<file path="config.mk">
export PLATFORM = sky130hd
export DESIGN_NAME = jt900h_div_seq
export DESIGN_NICKNAME = d
export VERILOG_FILES = /design/src/rtl/jt900h_div_seq.sv
export SDC_FILE = /design/constraint.sdc
export NUM_CORES = 1
export LEC_CHECK = 0
export ABC_AREA = 1
export ABC_CLOCK_PERIOD_IN_PS = 7400
export CAP_MARGIN = 20
export CORE_MARGIN = 10
export CORE_UTILIZATION = 56
export DETAILED_ROUTE_END_ITERATION = 8
export DONT_BUFFER_PORTS = 1
export PLACE_DENSITY = 0.76
export SKIP_LAST_GASP = 1
export SLEW_MARGIN = 20
export SYNTH_ARGS = -nofsm -noshare
export SYNTH_HDL_FRONTEND = slang
export SYNTH_SLANG_ARGS = --single-unit
export TNS_END_PERCENT = 10
</file>
<file path="constraint.sdc">
create_clock -name clk -period 7.4 [get_ports clk]
set_input_delay 1.48 -clock clk [delete_from_list [all_inputs] [get_ports clk]]
set_output_delay 1.48 -clock clk [all_outputs]
set_load 0.01 [all_outputs]
</file>
<file path="src/rtl/jt900h_div_seq.sv">
// jt900h_div_seq: TLCS-900H DIV/DIVS sequencer.
// Uses bit-serial restoring division, one quotient bit per enabled cycle.
// Optional macro JT900H_DIVS_EN: when defined, sgn selects signed division.
// When it is undefined, sgn is ignored and every divide is unsigned.
// Parameter EARLY_OV: 1 lets a zero divisor or overflow found in PREP skip ITER.
module jt900h_div_seq #(
  parameter bit EARLY_OV = 1'b1
) (
  input  logic        rst,
  input  logic        clk,
  input  logic        cen,
  input  logic        start,
  input  logic [1:0]  len,
  input  logic        sgn,
  input  logic [31:0] op0,
  input  logic [15:0] op1,
  output logic        busy,
  output logic        done,
  output logic [15:0] quot,
  output logic [15:0] rem,
  output logic        v
);

  typedef enum logic [1:0] {S_IDLE, S_PREP, S_ITER, S_FIX} state_t;

  state_t      r_state;
  logic        r_word, r_ill, r_sgn;
  logic [31:0] r_op0;
  logic [15:0] r_op1;
  logic [15:0] r_pr, r_dlo, r_dvs, r_q;
  logic [3:0]  r_cnt;
  logic        r_sign_q, r_sign_r, r_ovf;

  logic        w_sgn_in, w_sign0, w_sign1, w_pov, w_ge, w_sovf;
  logic [31:0] w_neg0, w_mag0;
  logic [15:0] w_neg1, w_mag1, w_hi, w_lo, w_sub;
  logic [16:0] w_sh;
  logic [15:0] w_qm, w_rm, w_qs, w_rs, w_qo, w_ro, w_lim, w_ones, w_ovh;

`ifdef JT900H_DIVS_EN
  assign w_sgn_in = sgn;
`else
  logic w_unused_sgn;
  assign w_unused_sgn = sgn;
  assign w_sgn_in     = 1'b0;
`endif

  // Operand magnitudes and the early overflow test (used in PREP)
  assign w_sign0 = r_sgn & (r_word ? r_op0[31] : r_op0[15]);
  assign w_sign1 = r_sgn & (r_word ? r_op1[15] : r_op1[7]);
  assign w_neg0  = ~r_op0 + 32'd1;
  assign w_neg1  = ~r_op1 + 16'd1;
  assign w_mag0  = r_word ? (w_sign0 ? w_neg0 : r_op0)
                          : {16'd0, (w_sign0 ? w_neg0[15:0] : r_op0[15:0])};
  assign w_mag1  = r_word ? (w_sign1 ? w_neg1 : r_op1)
                          : {8'd0, (w_sign1 ? w_neg1[7:0] : r_op1[7:0])};
  assign w_hi    = r_word ? w_mag0[31:16] : {8'd0, w_mag0[15:8]};
  assign w_lo    = r_word ? w_mag0[15:0]  : {w_mag0[7:0], 8'd0};
  assign w_pov   = (w_mag1 == 16'd0) | (w_hi >= w_mag1);

  // One restoring step: the partial remainder stays below the divisor, so 17 bits hold the shift
  assign w_sh  = {r_pr, r_dlo[15]};
  assign w_ge  = w_sh >= {1'b0, r_dvs};
  assign w_sub = w_sh[15:0] - r_dvs;

  // Sign fix-up and signed overflow (used in FIX)
  assign w_qm   = r_word ? r_q  : {8'd0, r_q[7:0]};
  assign w_rm   = r_word ? r_pr : {8'd0, r_pr[7:0]};
  assign w_lim  = r_word ? 16'h8000 : 16'h0080;
`ifdef JT900H_DIVS_EN
  assign w_sovf = r_sgn & (r_sign_q ? (w_qm > w_lim) : (w_qm >= w_lim));
`else
  assign w_sovf = 1'b0;
`endif
  assign w_qs   = (r_sgn & r_sign_q) ? 16'(~w_qm + 16'd1) : w_qm;
  assign w_rs   = (r_sgn & r_sign_r) ? 16'(~w_rm + 16'd1) : w_rm;
  assign w_qo   = r_word ? w_qs : {8'd0, w_qs[7:0]};
  assign w_ro   = r_word ? w_rs : {8'd0, w_rs[7:0]};
  assign w_ones = (r_word | r_ill) ? 16'hFFFF : 16'h00FF;
  assign w_ovh  = (r_word | r_ill) ? r_op0[31:16] : {8'd0, r_op0[15:8]};

  // Sequencer: IDLE -> PREP -> ITER (W cycles) -> FIX -> IDLE, advancing on cen
  always_ff @(posedge clk or posedge rst) begin
    if (rst) begin
      r_state  <= S_IDLE;
      r_word   <= 1'b0;
      r_ill    <= 1'b0;
      r_sgn    <= 1'b0;
      r_op0    <= 32'd0;
      r_op1    <= 16'd0;
      r_pr     <= 16'd0;
      r_dlo    <= 16'd0;
      r_dvs    <= 16'd0;
      r_q      <= 16'd0;
      r_cnt    <= 4'd0;
      r_sign_q <= 1'b0;
      r_sign_r <= 1'b0;
      r_ovf    <= 1'b0;
      busy     <= 1'b0;
      done     <= 1'b0;
      quot     <= 16'd0;
      rem      <= 16'd0;
      v        <= 1'b0;
    end else if (cen) begin
      case (r_state)
        S_IDLE: begin
          done <= 1'b0;
          if (start) begin
            r_op0   <= op0;
            r_op1   <= op1;
            r_word  <= (len == 2'b01);
            r_ill   <= len[1];
            r_sgn   <= w_sgn_in;
            busy    <= 1'b1;
            r_state <= S_PREP;
          end
        end
        S_PREP: begin
          r_pr     <= w_hi;
          r_dlo    <= w_lo;
          r_dvs    <= w_mag1;
          r_sign_q <= w_sign0 ^ w_sign1;
          r_sign_r <= w_sign0;
          r_ovf    <= w_pov | r_ill;
          r_cnt    <= r_word ? 4'd15 : 4'd7;
          r_state  <= (r_ill || (EARLY_OV && w_pov)) ? S_FIX : S_ITER;
        end
        S_ITER: begin
          r_pr  <= w_ge ? w_sub : w_sh[15:0];
          r_q   <= {r_q[14:0], w_ge};
          r_dlo <= {r_dlo[14:0], 1'b0};
          if (r_cnt == 4'd0) r_state <= S_FIX;
          else               r_cnt   <= r_cnt - 4'd1;
        end
        S_FIX: begin
          busy    <= 1'b0;
          done    <= 1'b1;
          r_state <= S_IDLE;
          if (r_ovf | w_sovf) begin
            v    <= 1'b1;
            quot <= w_ones;
            rem  <= w_ovh;
          end else begin
            v    <= 1'b0;
            quot <= w_qo;
            rem  <= w_ro;
          end
        end
        default: r_state <= S_IDLE;
      endcase
    end
  end

endmodule
</file>
After elaboration in Yosys (flattened, before gate mapping)

Cells that the tools add are included.

Output and inout bits: 35
Flip-flop bits (word level): 156
Bits of input ports: 55
Word-level logic and storage cells: 71

Add/sub/neg operators: 2
Muxes and demuxes: 26
Reduce and logical (&&, ||, !) cells: 15
Bitwise gates (word level): 3
Equality and inequality tests: 7
$lt $le $gt $ge: 2

Operator list:

| cell                                                               | number |
|---|---|
| 16-bit two-way mux                                                 | 12 |
| 16-bit case mux with 2 select lines                                | 2 |
| 32-bit two-way mux                                                 | 1 |
| 17-bit by 16-bit >= comparator with 1-bit output                   | 1 |
| 16-bit >= comparator                                               | 1 |
| 16-bit logical NOT                                                 | 1 |
| 16-bit subtractor                                                  | 1 |
| 3-bit AND reduction                                                | 4 |
| 2-bit AND reduction                                                | 5 |
| 4-bit two-way mux                                                  | 2 |
| 2-bit case mux with 4 select lines                                 | 1 |
| 4-bit case mux with 2 select lines                                 | 1 |
| 2-bit != test, second input constant                               | 3 |
| 2-bit by 1-bit == test with 1-bit output, second input constant    | 2 |
| 2-bit == test, second input constant                               | 2 |
| 4-bit logical NOT                                                  | 1 |
| 2-bit two-way mux                                                  | 2 |
| 1-bit case mux with 2 select lines                                 | 2 |
| 2-bit nonzero test                                                 | 2 |
| 4-bit by 1-bit subtractor with 4-bit output, second input constant | 1 |
| 1-bit two-way mux                                                  | 3 |
| 1-bit bitwise OR                                                   | 3 |
| 2-bit logical NOT                                                  | 1 |
| 1-bit logical OR                                                   | 1 |

Depth between registers and ports, before layout

Depth in word-level cells: 7
Gate-level depth with buffers: 18
Depth with buffers taken out: 17

Worst setup path after synthesis

Ideal clock, no wire load.

Kind: input-to-reg
Start point: input port cen
End point: register r_pr[2]
Arrival time: 2427 ps
Setup slack: 4857 ps
Data required time: 7284 ps
Stages: 8
Setup time: 116 ps
Cells stage by stage: buf_2 -> nand2_1 -> clkinv_1 -> clkbuf_1 -> o21ai_0 -> inv_1 -> nand2_1 -> nand2_1

Word-level cells in the longest chain between the ends: 1

Ends and longest elaborated chain:

| item                                 | line | text |
|---|---|---|
| start: declaration                   | 11   | `input logic cen,` |
| 2-bit AND reduction (no source line) | n/a  |  |
| end signal: assignment               | 119  | `r_pr <= w_hi;` |
| end signal: assignment               | 129  | `r_pr <= w_ge ? w_sub : w_sh[15:0];` |
| end: declaration                     | 30   | `logic [15:0] r_pr, r_dlo, r_dvs, r_q;` |

Every way passes these cells.
A chain may end at the register's enable or synchronous reset.

Worst setup path in the final report

Start point: register r_word
End point: register r_pr[13]

Word-level cells in the longest chain between the ends: 3

Ends and longest elaborated chain:

| item                                  | line | text |
|---|---|---|
| start: declaration                    | 27   | `logic r_word, r_ill, r_sgn;` |
| start signal: assignment              | 111  | `r_word <= (len == 2'b01);` |
| 32-bit two-way mux                    | 53   | `assign w_mag0 = r_word ? (w_sign0 ? w_neg0 : r_op0)` |
| 16-bit two-way mux *                  | 57   | `assign w_hi = r_word ? w_mag0[31:16] : {8'd0, w_mag0[15:8]};` |
| 16-bit case mux with 2 select lines * | 105  | `case (r_state)` |

Mark *: on every way between the ends. The rest lies on a longest branch, timed or not.

==> reports/metrics.cfg <==
[run_status]
status = completed

[route]
vias = 6905
wl_per_cell_um = 17.1
drt_iter0_drc = 582
routed_wl_um = 21000
ant_nets = 0
routed_via_density = 5.61
drt_pass1_iterations = 5
drc_errors = 0

[hold_path]
min_path_type = reg -> reg

[layout]
area_growth_pct = 8.83
mostFrequentLayoutCell = nand2_1
mostFrequentLayoutCells = nand2_1 (274), dfrtp_1 (156), inv_1 (132)
seqCellArea_sq_mm = 0.00390
nFillCells = 1313
drive_gt1_share_pct = 7.27
fin_nets = 1126
insertedDiodeCount = 0
multi_input_area_sq_mm = 0.00365

[place]
port_buffers = 0
pre_cts_ws_ns = 4.36
place_congestion = 0.879
dp_hpwl_um = 15000

[setup_path]
path_class = reg -> reg
cp.arrival_ns = 3.04
startpoint_type = flop
crit_required_ns = 7.77
end_kind = flop
rrSetupSlack_ns = 4.74
cp_max_fo = 49

[power_and_ir_drop]
vdd_drop_max_mv = 0.233
p_comb_share_pct = 49.5
power_per_cell_area_mw_per_mm2 = 545
seqPwrFrac_pct = 32.4
switching_share_pct = 47.6
p_switching_mw = 2.34
power_frac_clock_pct = 18.1
p_leak_nw = 4.45
p_int_mw = 2.57

[global_routing]
met3_usage_pct = 5.07
grt_use_total_pct = 21.5
grt_max_degree = 88
top_usage_layer = met2
antenna_found_initial = 0
gr-total-overflow = 0
grt_pass1_wl_um = 35000
use_met2_pct = 33.1
grt_pass1_vias = 6693
grt_util_met1_pct = 29.0

[timing]
period_minus_slack_ns = 2.66
setup_ws_ns = 4.74
whs_ns = 0.482
setup_tns_ns = 0
slew_viol_final = 0
timing.final.crit_share_pct = 36.0
hold_viol_final = 0
worstMarginPinSlew_ns = 0.888
rsz0062_at_grt = no
fmax_mhz = 376
skew_ns = 0.00995
setup_violations = 0
maxSlewHeadroom_pct = 40.8

[clocking]
numCtsBuffers = 17
htree_levels = 4
cts_setup_buffers = 0
cts_root_buffer = clkbuf_16
holdBufCountCts = 0
cts_tree = built
cts_resized = 0
clock_sinks = 156
clkTransAtPathRegs_ns = 0.07
clk_latency_ns = 0.44
clockBufferDepth = 2

[logic_synthesis]
synth_area_per_cell_sq_um = 7.92
synth_async_sr_flop_share_pct = 100
synth_cell_types = 43
seq_area_frac_synth_pct = 47.2
synth_edf_count = 0
yosys_warnings = 0
ys.flop_type = dfrtp_1
netlist_area_sq_mm = 0.00828
synthCells = 1045
synth_seq_cells = 156
syn-num-nets = 1138

[die]
die_width_um = 142
rows = 44
die_area_sq_mm = 0.0200
io_pins = 90
core_sq_mm = 0.0145
initial_core_util_pct = 57.0
die-height_um = 142

[run]
cap_viol_max_count = 0

logic make-up (layout without fill, tap and decap cells):
group | after synthesis | count (layout) | synth area share (%)
compound gates | 231 | 231 | 15.6
xor+xnor | 9 | 9 | 0.952
fa+ha+maj | 38 | 38 | 5.83
buf+inv | 183 | 184 | 8.69
flops | 156 | 156 | 47.2
mux | 1 | 1 | 0.136
simple gates | 427 | 427 | 21.7
sequential cells by signal, summed over array words and instances, names as in the netlist:
register  flops
done          1
r_cnt         4
r_dlo        16
r_op1        16
r_q          16
r_state       2
busy          1
v             1
r_pr         16
r_ovf         1
r_op0        32
r_ill         1
r_word        1
rem          16
quot         16
r_dvs        16
power groups by stage:
stage / clock (mW) / combinational (mW) / sequential, mW
after floorplan: 0 / 1.94 / 1.48
after global placement: 0 / 2.35 / 1.59
after detailed placement: 0 / 2.40 / 1.60
after CTS: 0.896 / 2.42 / 1.59
after global routing: 0.935 / 2.79 / 1.64
final: 0.890 / 2.43 / 1.59
metrics by stage:
step	cell area (sq um)	instances	utilization [%]	total power, mW
final	9010	1230	62.0	4.91
after detailed placement	8390	1197	57.8	4.00
after CTS	8990	1229	61.9	4.91
after global routing	9010	1230	62.0	5.36
after global placement	8390	1197	57.8	3.93
after floorplan	8280	1045	-	3.42
metal layers:
metal	vias to the layer above	wire (um)
met5	-	0
met2	206	9740
met1	3296	9240
met4	0	573
met3	41	1480
li1	3362	-
area by class of cell:
class / instances / area share [%]
repair buffers: 10 / 0.917
flip-flops and latches: 156 / 43.3
inverters: 142 / 5.97
multi-input cells: 706 / 40.6
clock buffers: 17 / 4.72
well taps: 184 / 2.56
clock inverters: 15 / 1.93
critical path: stages, from the launching register on:
cell and delay [ns]:
dfrtp_1 0.32, buf_4 0.45, inv_1 0.38, nor2_1 0.71, nand2_1 0.40, o22ai_1 0.22, inv_1 0.06, nand2_1 0.06
Yosys cell counts, drive strengths merged, types with 3 or more instances:
cell / instances / share of area [%]
clkinv: 4 / 0.18
xor2: 4 / 0.42
o22ai: 7 / 0.53
o211ai: 7 / 0.70
dfrtp: 156 / 47
a31oi: 9 / 0.68
a21oi: 82 / 5.3
nor4: 3 / 0.23
nand4: 3 / 0.23
buf: 12 / 0.94
clkbuf: 29 / 1.3
o221ai: 10 / 1.1
nor3: 13 / 0.85
xnor2: 5 / 0.53
nand3: 48 / 3.3
nor2: 74 / 3.4
inv: 138 / 6.3
ha: 37 / 5.6
o21bai: 3 / 0.27
o21ai: 109 / 6.6
nand2: 284 / 13
final timing paths:
| path | startpoint | to | depth (start not counted) |
|---|---|---|---|
| max | r_word | r_pr[13] | 7 |
| min | r_op1[8] | r_op1[8] | 2 |
| max reg2reg | r_word | r_pr[13] | 7 |
| min reg2reg | r_op1[8] | r_op1[8] | 2 |
| max in group asynchronous | rst | rem[9] | 2 |
| min in group asynchronous | rst | r_op1[3] | 1 |
(Power assumes the default switching activity.)
